[src/rtl/dpa_train_sequencer.sv]
// Trains NUM_CHAN deserialized lanes one at a time: IDELAY eye sweep, centring
// on the widest stable tap run, then bitslip until the training word appears.
module dpa_train_sequencer #(
    parameter int                NUM_CHAN = 5,
    parameter int                DWIDTH   = 4,
    parameter int                TAP_BITS = 5,
    parameter logic [DWIDTH-1:0] PATTERN  = 4'b0011,
    parameter int                SETTLE   = 4,
    parameter int                SAMPLES  = 8,
    parameter int                MIN_EYE  = 4
) (
    input  logic                         clkdiv,
    input  logic                         rst,
    input  logic                         train_en,
    input  logic [NUM_CHAN*DWIDTH-1:0]   data_in,
    output logic [NUM_CHAN-1:0]          dly_ld,
    output logic [NUM_CHAN-1:0]          dly_ce,
    output logic [NUM_CHAN-1:0]          dly_inc,
    output logic [NUM_CHAN-1:0]          bitslip,
    output logic [NUM_CHAN-1:0]          chan_sel,
    output logic                         train_done,
    output logic                         train_error,
    output logic [NUM_CHAN-1:0]          chan_err,
    output logic [NUM_CHAN*TAP_BITS-1:0] tap_out
);

    localparam int RW = TAP_BITS + 1;
    localparam int SW = $clog2(SETTLE + 1);
    localparam int CW = $clog2(SAMPLES + 1);
    localparam int LW = $clog2(2*DWIDTH + 1);
    localparam logic [TAP_BITS-1:0] TAP_MAX = '1;

    typedef enum logic [3:0] {
        S_IDLE, S_LOAD, S_SETTLE, S_SAMPLE, S_STEP, S_CENTER_LD,
        S_CENTER_INC, S_SLIP_CHK, S_SLIP, S_NEXT, S_DONE
    } state_t;

    state_t              state, next_state;
    logic [TAP_BITS-1:0] tap, run_start, best_start, target, inc_cnt;
    logic [RW-1:0]       run_len, best_len, run_next;
    logic [SW-1:0]       settle_cnt;
    logic [CW-1:0]       sample_cnt;
    logic [LW-1:0]       slip_cnt;
    logic [DWIDTH-1:0]   word, first_word;
    logic                all_equal, inc_gap, slip_phase;
    logic                settle_done, sample_last, tap_stable, eye_ok, inc_done;

    // Selected lane's word, straight from the input with no capture register.
    always_comb begin
        word = '0;
        for (int c = 0; c < NUM_CHAN; c++)
            if (chan_sel[c]) word = word | data_in[c*DWIDTH +: DWIDTH];
    end

    assign settle_done = settle_cnt == SW'(SETTLE - 1);
    assign sample_last = sample_cnt == CW'(SAMPLES - 1);
    assign tap_stable  = all_equal && (word == first_word);
    assign run_next    = run_len + 1'b1;
    assign eye_ok      = best_len >= RW'(MIN_EYE);
    assign inc_done    = !inc_gap && (inc_cnt == target);

    // NOTE: sequential state uses <= so every flop sees the pre-edge values.
    always_ff @(posedge clkdiv or posedge rst) begin
        if (rst) state <= S_IDLE;
        else     state <= next_state;
    end

    always_comb begin
        next_state = state;
        case (state)
            S_IDLE:       if (train_en) next_state = S_LOAD;
            S_LOAD:       next_state = S_SETTLE;
            S_SETTLE:     if (settle_done) next_state = slip_phase ? S_SLIP_CHK : S_SAMPLE;
            S_SAMPLE:     if (sample_last) next_state = S_STEP;
            S_STEP:       if (tap != TAP_MAX) next_state = S_SETTLE;
                          else next_state = eye_ok ? S_CENTER_LD : S_NEXT;
            S_CENTER_LD:  next_state = S_CENTER_INC;
            S_CENTER_INC: if (inc_done) next_state = S_SETTLE;
            S_SLIP_CHK:   if (word == PATTERN || slip_cnt >= LW'(2*DWIDTH)) next_state = S_NEXT;
                          else next_state = S_SLIP;
            S_SLIP:       next_state = S_SETTLE;
            S_NEXT:       next_state = chan_sel[NUM_CHAN-1] ? S_DONE : S_LOAD;
            S_DONE:       next_state = S_DONE;
            default:      next_state = S_IDLE;
        endcase
        if (!train_en) next_state = S_IDLE;
    end

    // NOTE: every comb output gets a default first, so no path infers a latch.
    always_comb begin
        dly_ld  = '0;
        dly_ce  = '0;
        bitslip = '0;
        case (state)
            S_LOAD, S_CENTER_LD: dly_ld = chan_sel;
            S_STEP:              if (tap != TAP_MAX) dly_ce = chan_sel;
            S_CENTER_INC:        if (!inc_gap && inc_cnt != target) dly_ce = chan_sel;
            S_SLIP:              bitslip = chan_sel;
            default: ;
        endcase
    end

    assign dly_inc     = dly_ce;
    assign train_done  = (state == S_DONE) && train_en;
    assign train_error = train_done && (|chan_err);

    always_ff @(posedge clkdiv or posedge rst) begin
        if (rst) begin
            chan_sel   <= '0;  chan_err   <= '0;  tap_out    <= '0;
            tap        <= '0;  run_start  <= '0;  best_start <= '0;
            target     <= '0;  inc_cnt    <= '0;  run_len    <= '0;
            best_len   <= '0;  settle_cnt <= '0;  sample_cnt <= '0;
            slip_cnt   <= '0;  first_word <= '0;  all_equal  <= 1'b0;
            inc_gap    <= 1'b0; slip_phase <= 1'b0;
        end else if (next_state == S_IDLE) begin
            // Abort or release from DONE: results stay, sequencing counters restart.
            chan_sel   <= '0;
            settle_cnt <= '0;
            sample_cnt <= '0;
            inc_cnt    <= '0;
            inc_gap    <= 1'b0;
        end else begin
            case (state)
                S_IDLE: begin
                    chan_sel <= NUM_CHAN'(1);
                    chan_err <= '0;
                    tap_out  <= '0;
                end
                S_LOAD: begin
                    tap <= '0;  run_len <= '0;  run_start <= '0;
                    best_len <= '0;  best_start <= '0;
                    slip_cnt <= '0;  slip_phase <= 1'b0;
                end
                S_SETTLE: settle_cnt <= settle_done ? '0 : settle_cnt + 1'b1;
                S_SAMPLE: begin
                    if (sample_cnt == '0) begin
                        first_word <= word;
                        all_equal  <= 1'b1;
                    end else begin
                        all_equal  <= all_equal && (word == first_word);
                    end
                    if (sample_last) begin
                        sample_cnt <= '0;
                        if (tap_stable) begin
                            run_len <= run_next;
                            if (run_len == '0) run_start <= tap;
                            // Strict compare keeps the earliest of equal-length runs.
                            if (run_next > best_len) begin
                                best_len   <= run_next;
                                best_start <= (run_len == '0) ? tap : run_start;
                            end
                        end else begin
                            run_len <= '0;
                        end
                    end else begin
                        sample_cnt <= sample_cnt + 1'b1;
                    end
                end
                S_STEP: begin
                    if (tap != TAP_MAX)  tap      <= tap + 1'b1;
                    else if (!eye_ok)    chan_err <= chan_err | chan_sel;
                    else                 target   <= best_start + TAP_BITS'(best_len >> 1);
                end
                S_CENTER_LD: begin
                    tap     <= '0;
                    inc_cnt <= '0;
                    inc_gap <= 1'b0;
                end
                S_CENTER_INC: begin
                    if (inc_done) begin
                        slip_phase <= 1'b1;
                        for (int c = 0; c < NUM_CHAN; c++)
                            if (chan_sel[c]) tap_out[c*TAP_BITS +: TAP_BITS] <= target;
                    end else if (!inc_gap) begin
                        inc_cnt <= inc_cnt + 1'b1;
                        tap     <= tap + 1'b1;
                        inc_gap <= 1'b1;
                    end else begin
                        inc_gap <= 1'b0;
                    end
                end
                S_SLIP_CHK:
                    if (word != PATTERN && slip_cnt >= LW'(2*DWIDTH))
                        chan_err <= chan_err | chan_sel;
                S_SLIP: slip_cnt <= slip_cnt + 1'b1;
                S_NEXT: chan_sel <= chan_sel << 1;
                default: ;
            endcase
        end
    end

endmodule

[config.mk]
export PLATFORM = sky130hd
export DESIGN_NAME = dpa_train_sequencer
export DESIGN_NICKNAME = d
export VERILOG_FILES = /design/src/rtl/dpa_train_sequencer.sv
export SDC_FILE = /design/constraint.sdc
export NUM_CORES = 1
export LEC_CHECK = 0
export CAP_MARGIN = 0
export CORE_ASPECT_RATIO = 1.75
export CORE_MARGIN = 2
export CORE_UTILIZATION = 35
export DETAILED_ROUTE_END_ITERATION = 10
export GPL_TIMING_DRIVEN = 0
export PLACE_DENSITY_LB_ADDON = 0.08
export SETUP_SLACK_MARGIN = 0.15
export SYNTH_ARGS = -nofsm -noshare
export SYNTH_HDL_FRONTEND = slang
export SYNTH_SLANG_ARGS = --single-unit
export TNS_END_PERCENT = 20
[constraint.sdc]
create_clock -name clkdiv -period 7 [get_ports clkdiv]
set_clock_uncertainty 0.15 [all_clocks]
set_input_delay 1.4 -clock clkdiv [delete_from_list [all_inputs] [get_ports clkdiv]]
set_output_delay 1.4 -clock clkdiv [all_outputs]
set_load 0.005 [all_outputs]
==> results.md <==
* Longest Clk Path Bufs at 2
* Vias in the first global route at 4219
* Class of the worst hold path: reg -> reg
* Complex-gate fraction of the synthesized area at 15.3%
* DR vias at 4310
* Initial Util at 35.5%
* Nets@finish at 662
* Static Leak at 3.00 nW
* Most used DFF post-synth: dfrtp_1
* Fraction of layout cells with a size suffix above 1 at 12.7%
* Die area at 0.0160 mm2
* Synth top area cells: dfrtp_1 45%, mux2_2 6.4%, ha_1 4.8%
* CP arrival at 3.78 ns
* Yosys Warn Count at 0
* Synth area leader: dfrtp_1
* CTS Buf Count at 9
* Setup WS post-layout at 1.67 ns
* Synthesized netlist cell count at 527
* Syn_nets at 571
* DRT Wirelength at 14000 um
* Synth Register Bits at 94
* Simple-gate area share of the yosys netlist at 20.2%
* Mapped Area at 0.00524 mm2
* # fillers at 1480
* CTS Sinks at 94
* Routed Antenna Nets at 0
* Vias per cell at 5.35
* Setup violators final at 0
* Area share of the largest cell type after synthesis at 44.9%
* Post-route DRC at 0
* Slew @ Worst Pin at 0.896 ns
* Multiplexer share of the synthesized area at 7.59%
* Post-CTS Setup Bufs at 0
* CP Capture Type: primary output
* Number of gates resized after CTS at 0
* Async SR Flop Fraction at 100%
* Setup TNS at 0 ns
* # IOs at 80
* M2 GR Usage at 33.8%
* Most frequent cell after synthesis: dfrtp_1
* Pre-CTS setup slack at 2.05 ns
* Post-synth EDFFs at 0
* Port bufs at 79
* Per-cell routed wire length at 17.3 um
* Clk_lat worst skew at 0.34 ns
* Most Crowded Layer GR: met2
* CP Class: reg -> out
* Fmax achieved at 0.188 GHz
* Remaining Overflow, GRT at 0
* Largest family of logic cells by synthesized area: simple AND/OR/NAND/NOR gates
* Area Overhead vs Synth at 25.9%
* Status: complete, no violations
* Drt first pass iters at 4
* CP required at 5.45 ns
* VDD IR-drop max at 108 uV
* Initial DRC count at 194
* Met1 global-route usage at 20.2%
* Register area share after synthesis at 44.9%
* Slew HR at 39.8%
* Core footprint at 0.0148 mm2
* Final Wtd Congestion at 0.864
* Root buffer cell: clkbuf_16
* Unrepaired setup endpoints after global routing: no
* Die Ht at 166 um
* FP Rows at 59
* Setup crit start kind: flip-flop
* Grt met3 use at 3.31%
* P per Cell Area at 210 mW/mm2
* Clock-pin slew on the worst setup and hold paths at 0.07 ns
* Hold Fails Final Rpt at 0
* CTS tree: done
* Final min period at 5.33 ns
* Die width at 96.5 um
* Worst-path fanout max at 9
* Mapped Avg Cell Area at 9.95 um2
* Pin count of the biggest net entering global routing at 62
* Post-DP HPWL at 10900 um
* GRT Overall Usage at 18.1%
* Ant. Diodes at 0
* Antenna violations before repair at 0
* Synth Area in XOR/XNOR at 2.51%
* Max Cap Viol at 0
* H-tree Lvls at 3
* Placement Cell Area at 0.00629 mm2
* Hold-fix buffers, CTS at 0
* Unique masters post-synth at 68
* Fin area at 0.00660 mm2
* Count of pins over their slew limit at 0
* Synth Area in Adders at 5.16%
* Tcrit/Tclk final at 76.2%
* Synth top cells by count: 94 x dfrtp_1, 51 x nor2_1, 40 x nand2_1
* First-pass GRT wire length at 22300 um
## final timing paths
| check | startpoint | endpoint | slack [ns] | depth (start not counted) |
|---|---|---|---|---|
| setup / recovery | state[1] | dly_inc[3] | 1.67 | 9 |
| min in group asynchronous | rst | tap_out[12] | 1.26 | 2 |
| max in group asynchronous | rst | tap[3] | 4.74 | 3 |
| hold / removal | run_start[0] | run_start[0] | 0.33 | 1 |
| hold reg to reg | run_start[0] | run_start[0] | 0.33 | 1 |
| setup reg to reg | run_len[0] | best_len[1] | 4.07 | 12 |
## final cells by class
cell class / instances / area [um2] / share of cell area, %
Buffer: 25 / 148 / 2.24
Clock buffer: 9 / 225 / 3.41
Clock inverter: 7 / 82.6 / 1.25
Inverter: 21 / 81.3 / 1.23
Multi-Input combinational cell: 387 / 2660 / 40.3
Sequential cell: 94 / 2350 / 35.6
Tap cell: 183 / 229 / 3.47
Timing Repair Buffer: 80 / 818 / 12.4
## per-stage QoR
step | utilization [%] | hold slack [ns] | total power, mW | std cells
3_5_place_dp | 42.6 | 0.314 | 0.899 | 790
2_1_floorplan | - | 0.298 | 0.808 | 527
4_1_cts | 44.7 | 0.331 | 1.41 | 806
3_3_place_gp | 42.4 | 0.314 | 0.893 | 789
5_1_grt | 44.7 | 0.365 | 1.47 | 806
6_report | 44.7 | 0.327 | 1.39 | 806
## sequential cells by signal (all words and copies together), names as in the netlist
signal / count
all_equal: 1
best_len: 6
best_start: 5
chan_err: 5
chan_sel: 5
first_word: 4
inc_cnt: 5
inc_gap: 1
run_len: 6
run_start: 5
sample_cnt: 4
settle_cnt: 3
slip_cnt: 4
slip_phase: 1
state: 4
tap: 5
tap_out: 25
target: 5
## logic make-up after synthesis
logic type / count (synthesis)
and+or+nand+nor: 200
DFF: 94
buffers and inverters: 46
xor gates and xnor gates: 15
muxes: 36
adders and majority gates: 21
AOI/OAI and AO/OA: 115
## where the power goes
part / leakage, nW / internal (mW) / switching [mW]
combinational: 1.57 / 0.114 / 0.165
clock: 0.144 / 0.282 / 0.221
sequential: 1.29 / 0.576 / 0.0303
total: 3.00 / 0.972 / 0.416
## worst max-delay path: stages (launching register included)
cell and delay [ns]:
dfrtp_1 0.32, clkbuf_1 0.28, nor2b_1 0.38, nand2_1 0.25
a211oi_1 0.74, nor2_1 0.13, nor3_1 0.50, and2_1 0.24
buf_4 0.11, clkdlybuf4s50_1 0.50
## layer usage
layer / vias to the layer above / wire length, um / share of wire (%)
li1: 2082 / - / -
met1: 2121 / 5480 / 39
met2: 94 / 7900 / 56
met3: 13 / 403 / 2.9
met4: 0 / 197 / 1.4
met5: - / 0 / 0
## placed cells by master, fill, tap and decap left out, types with 6 or more instances in the layout
cell type and instances:
o2bb2ai_1 7, ha_1 20, buf_4 8, clkbuf_16 9, nor3_1 9, mux2_2 30
nor2_1 51, nand2b_1 10, nand3_1 15, and2_1 13, mux2i_1 6, inv_1 20
clkbuf_1 12, o21ai_0 17, a21oi_1 32, a22o_1 8, and3_1 18, xnor2_1 10
clkdlybuf4s50_1 79, dfrtp_1 94, nand2_1 40
No activity file was read; power rests on OpenSTA's default activity.
